## src/rtl/layer_pkg.sv

```systemverilog
// Shared types and constants for the post-layer argmax block.
// Holds the float format constants, FSM state encoding and the magnitude helper.
package layer_pkg;

    localparam int          FP_W          = 32;
    localparam logic [31:0] FP_ZERO       = 32'd0;
    localparam int          FP_SIGN_BIT   = 31;
    localparam int          DEF_NUM_NODES = 15;

    typedef enum logic [1:0] {
        IDLE = 2'd0,
        SCAN = 2'd1,
        DONE = 2'd2
    } state_t;

    // Negative activations collapse to +0; non-negative floats order exactly by [30:0].
    function automatic logic [FP_W-2:0] fp_mag(input logic [FP_W-1:0] v);
        return v[FP_SIGN_BIT] ? {(FP_W-1){1'b0}} : v[FP_W-2:0];
    endfunction

endpackage

```

## src/rtl/layer_argmax_fp_pos_gt.sv

```systemverilog
// Combinational strict a > b on sanitised (sign-cleared) IEEE-754 singles.
// NaN patterns are ordered by magnitude like any other value.
module fp_pos_gt
    import layer_pkg::*;
(
    input  logic [FP_W-1:0] i_a,
    input  logic [FP_W-1:0] i_b,
    output logic            o_gt
);

    logic [FP_W-2:0] w_a_mag;
    logic [FP_W-2:0] w_b_mag;

    assign w_a_mag = fp_mag(i_a);
    assign w_b_mag = fp_mag(i_b);
    assign o_gt    = (w_a_mag > w_b_mag);

endmodule

```

## src/rtl/layer_argmax.sv

```systemverilog
// Snapshots the node outputs on start and scans one node per cycle,
// reporting the index and value of the largest activation.
module layer_argmax
    import layer_pkg::*;
#(
    parameter int NUM_NODES = DEF_NUM_NODES,
    parameter int IDX_W     = 4
)(
    input  logic                      clk,
    input  logic                      rst,
    input  logic                      start,
    input  logic [FP_W*NUM_NODES-1:0] node_bus,
    output logic                      busy,
    output logic                      done,
    output logic [IDX_W-1:0]          class_idx,
    output logic [FP_W-1:0]           class_val
);

    localparam logic [IDX_W-1:0] LAST_IDX = IDX_W'(NUM_NODES - 1);

    state_t            r_state;
    logic [FP_W-1:0]   r_snap [NUM_NODES];
    logic [IDX_W-1:0]  r_cnt;
    logic [IDX_W-1:0]  r_best_idx;
    logic [FP_W-1:0]   r_best_val;

    logic [FP_W-1:0]   w_cur;
    logic              w_gt;

    assign w_cur = r_snap[r_cnt];

    fp_pos_gt u_gt (
        .i_a  (w_cur),
        .i_b  (r_best_val),
        .o_gt (w_gt)
    );

    // Scan FSM: capture, sequential compare, publish result.
    always_ff @(posedge clk or posedge rst) begin
        if (rst) begin
            r_state    <= IDLE;
            r_cnt      <= '0;
            r_best_idx <= '0;
            r_best_val <= FP_ZERO;
            busy       <= 1'b0;
            done       <= 1'b0;
            class_idx  <= '0;
            class_val  <= FP_ZERO;
            for (int i = 0; i < NUM_NODES; i++) begin
                r_snap[i] <= FP_ZERO;
            end
        end else begin
            case (r_state)
                IDLE: begin
                    done <= 1'b0;
                    if (start) begin
                        for (int i = 0; i < NUM_NODES; i++) begin
                            r_snap[i] <= node_bus[FP_W*i +: FP_W];
                        end
                        r_cnt      <= '0;
                        r_best_idx <= '0;
                        r_best_val <= FP_ZERO;
                        busy       <= 1'b1;
                        r_state    <= SCAN;
                    end
                end
                SCAN: begin
                    if (w_gt) begin
                        r_best_idx <= r_cnt;
                        r_best_val <= w_cur;
                    end
                    r_cnt <= r_cnt + {{(IDX_W-1){1'b0}}, 1'b1};
                    // Publish on the last compare, folding in its own result.
                    if (r_cnt == LAST_IDX) begin
                        class_idx <= w_gt ? r_cnt : r_best_idx;
                        class_val <= w_gt ? w_cur : r_best_val;
                        busy      <= 1'b0;
                        done      <= 1'b1;
                        r_state   <= DONE;
                    end
                end
                DONE: begin
                    done    <= 1'b0;
                    r_state <= IDLE;
                end
                default: begin
                    busy    <= 1'b0;
                    done    <= 1'b0;
                    r_state <= IDLE;
                end
            endcase
        end
    end

endmodule

```

## config.mk

```make
export PLATFORM = sky130hd
export DESIGN_NAME = layer_argmax
export DESIGN_NICKNAME = d
export VERILOG_FILES = /design/src/rtl/layer_pkg.sv /design/src/rtl/layer_argmax_fp_pos_gt.sv /design/src/rtl/layer_argmax.sv
export SDC_FILE = /design/constraint.sdc
export NUM_CORES = 2
export LEC_CHECK = 0
export BUFFER_PORTS_ARGS = -buffer_cell sky130_fd_sc_hd__buf_2
export CORE_MARGIN = 1
export CORE_UTILIZATION = 40
export DETAILED_ROUTE_END_ITERATION = 10
export SLEW_MARGIN = 10
export SYNTH_ARGS = -nofsm -noshare
export SYNTH_HDL_FRONTEND = slang
export SYNTH_SLANG_ARGS = --single-unit
export TNS_END_PERCENT = 20
```

## constraint.sdc

```tcl
create_clock -name clk -period 52.2 [get_ports clk]
set_input_delay 5.22 -clock clk [delete_from_list [all_inputs] [get_ports clk]]
set_output_delay 5.22 -clock clk [all_outputs]
set_load 0.01 [all_outputs]
```

==> impl_metrics.csv <==
group,metric,value,unit
outcome,outcome,"finished clean",
drt,top_layer_used,"met5",
drt,route.met3.wl,6.40,mm
cells_and_area,final_common_cell,"dfrtp_1",
power,max-vdd-ir-drop,0.0000732,V
cts,cts_tree,"built",
worst_setup_path,critPathLaunchType,"primary input",
sta,setup_viol,0,
flow_run,cap_violations,0,
cells_and_area,utilization,0.490,
worst_setup_path,crit_type,"in2reg",
cells_and_area,final_cell_mix,"dfrtp_1, buf_2, mux2_2",
cts,clk_path_buf_depth,3,
worst_setup_path,slowest_delay,950,ps
die,fp.dieArea,66900,um2
cts,clock-root-buffer,"clkbuf_16",
cts,path_clk_slew,60,ps
power,p_int,1490,uW
drt,ant_nets,0,
worst_setup_path,cp_num_buf_inv,4,
yosys,ys.flop_type,"dfrtp_1",
placement,dpl_worst_slack,43210,ps
global_routing,antenna_found_initial,58,
drt,drcViolationCount,0,
sta,worst_slew_pin_slew,1190,ps
sta,slew_violations,0,
power,p_comb_frac,0.489,
placement,io_buffers,520,
global_routing,track_usage,0.244,
drt,wire_per_inst,24.8,um
yosys,async_flop_share,1.00,
global_routing,grt_max_degree,202,
sta,max_slew_margin,0.206,
worst_setup_path,cpMostUsedCell,"buf_4",
drt,vias_per_cell,5.48,
die,die_h,259,um
worst_setup_path,crit_path_max_fanout,81,
sta,max_freq,120,MHz
yosys,synth_top_family_by_area,"multiplexers",
sta,final_hold_viol_count,0,
placement,gp_congestion,0.848,
min_path,min_path_type,"reg2reg",
worst_setup_path,end_kind,"register",
yosys,yosys.area_share.adder,0.0157,
die,initial_core_util,0.407,
power,p_clk_frac,0.184,
yosys,synth_warnings,0,
sta,skew,27.5,ps
cells_and_area,layoutNonFillerInstCount,3322,
worst_setup_path,path_cells,"buf_2 > nor3b_2 > buf_4 > buf_4 > buf_4 > mux2_2",
power,powerDensity,77.5,nW/um2
cells_and_area,areaGrowthSynthToFinish,20.4,%
yosys,yosys.area_share.xor_xnor,0,
drt,num_vias,18200,
die,die_w,259,um
worst_setup_path,critical_path.top_delay_family,"buffers and inverters",
sta,grt_setup_unrepaired,"false",
global_routing,grt_pass1_vias,19000,
cts,clock_sinks,560,
die,core_region_area,64800,um2
sta,period_needed,8360,ps
yosys,synth_seq_cells,560,
yosys,syn_avg_cell_area,13.7,um2
sta,post-route-period-util,0.160,
cts,cts_resized,0,
cts,cts_inserted_buffers,61,
cts,cts_hold_buf,0,
yosys,synth.yosys.seq_area_share,0.532,
yosys,synth_compound_area_frac,0.0673,
power,sw_frac_of_total,0.396,
sta,setup_slack,43840,ps
placement,hpwl,60.0,mm
worst_setup_path,critPathRequiredTime,52720,ps
drt,drt-pass1-iter-count,5,
power,power_switching,974,uW
yosys,synth_cell_types,50,
drt,wirelength,82.5,mm
power,leakagePower,0.0142,uW
worst_setup_path,cp.arrival,8880,ps
global_routing,grt_pass1_wl,122,mm
yosys,synthSimpleGateAreaFrac,0.0491,
die,rows,93,
yosys,synth_edf_count,0,
cells_and_area,drive_above_1_share,0.497,
cts,postCtsSetupRepairBufs,0,
drt,wl_met2,38.0,mm
sta,finalSetupTns,0,ps
cts,clkLatencyLatePin,640,ps
cells_and_area,fin_nets,2910,
yosys,synthMuxAreaShare,0.304,
die,ios,521,
cts,htreeDepth,2,
drt,drt-initial-drc-count,1241,
drt,drt-met1-wl,35.0,mm
yosys,synthCells,1929,
power,seqPwrFrac,0.327,
global_routing,grt-ovfl-total,0,
placement,numPlacedInstances,3186,
yosys,syn_nets,2445,
yosys,syn-cell-area,26300,um2
worst_setup_path,slowest_stage,"buf_4",
[synthesized netlist by cell type, drive strengths merged (6+ instances only)]
library cell | count | share of area
a31oi | 35 | 0.0083
nand4 | 7 | 0.0025
nand3 | 6 | 0.0011
inv | 23 | 0.0033
ha | 33 | 0.016
o31ai | 31 | 0.0088
a22oi | 19 | 0.0056
nor3 | 33 | 0.0063
o211ai | 16 | 0.0051
nand3b | 16 | 0.0046
dfrtp | 560 | 0.53
nand2b | 32 | 0.0076
mux4 | 65 | 0.056
mux2 | 481 | 0.21
a221oi | 15 | 0.0050
nand2 | 101 | 0.014
mux2i | 113 | 0.043
a21oi | 48 | 0.0095
nor2b | 33 | 0.0078
o21ai | 41 | 0.0078
nor2 | 15 | 0.0021
clkbuf | 52 | 0.0074
buf | 92 | 0.021
a22o | 39 | 0.013
[sequential cells by signal, summed over array words and instances (netlist names)]
signal,count
r_snap,480
class_val,32
r_best_val,32
class_idx,4
r_best_idx,4
r_cnt,4
r_state,2
busy,1
done,1
[power groups by stage]
stage,clock network (uW),logic [uW],registers (uW)
final,454,1200,804
after floorplan,0,933,749
after global placement,0,1180,796
after CTS,463,1210,803
after global routing,482,1300,832
after detailed placement,0,1200,810
[metal layers]
layer	up-vias	global-route usage
met1	9412	0.320
met4	58	0.0975
met2	510	0.373
met3	176	0.0809
li1	8058	-
met5	-	0
[layout make-up]
class                      instances  area, um2
timing repair buffer             546       2820
multi-input combinational       1200      11500
fill                            5751      33100
clock buffer                      80       1730
clock inverter                    28        385
tap                              855       1070
inverter                          25        101
antenna                           28       70.1
sequential                       560      14000
[worst reg2reg max path, stage by stage (launching register included)]
cell      delay (ps)
dfrtp_4          950
buf_4            790
buf_4            880
mux2i_1          320
a22oi_1          170
a31oi_1          660
a31oi_1          210
nor2b_1          210
ha_1             310
nand4_1          150
nor4_2           490
inv_1            200
o211ai_4         210
a31o_1           640
buf_4            430
a22o_1           190
[logic make-up after synthesis]
| family | count (synthesis) |
|---|---|
| buffers and inverters | 169 |
| AND/OR/NAND/NOR | 251 |
| flip-flops | 560 |
| AO/OA/AOI/OAI | 257 |
| multiplexers | 659 |
| adder cells (fa/ha/maj) | 33 |
[metrics by stage]
| stage | hold slack (ps) | power (uW) | instance area [um2] |
|---|---|---|---|
| 3_3_place_gp | 462 | 1980 | 29500 |
| 5_1_grt | 506 | 2620 | 31700 |
| 3_5_place_dp | 468 | 2010 | 29500 |
| 4_1_cts | 481 | 2480 | 31700 |
| 2_1_floorplan | 466 | 1680 | 26300 |
| 6_report | 475 | 2460 | 31700 |
[path summary, 6_finish.rpt]
kind                              start             end  slack [ps]  cells past startpoint
max in group asynchronous           rst     r_snap[477]       44300                      5
max                               start     r_snap[123]       43840                      6
min in group asynchronous           rst     r_snap[213]        4670                      2
min reg2reg                class_val[3]    class_val[3]         470                      2
max reg2reg                    r_cnt[1]  r_best_val[21]       45320                     15
min                        class_val[3]    class_val[3]         470                      2
(Power assumes the default switching activity.)
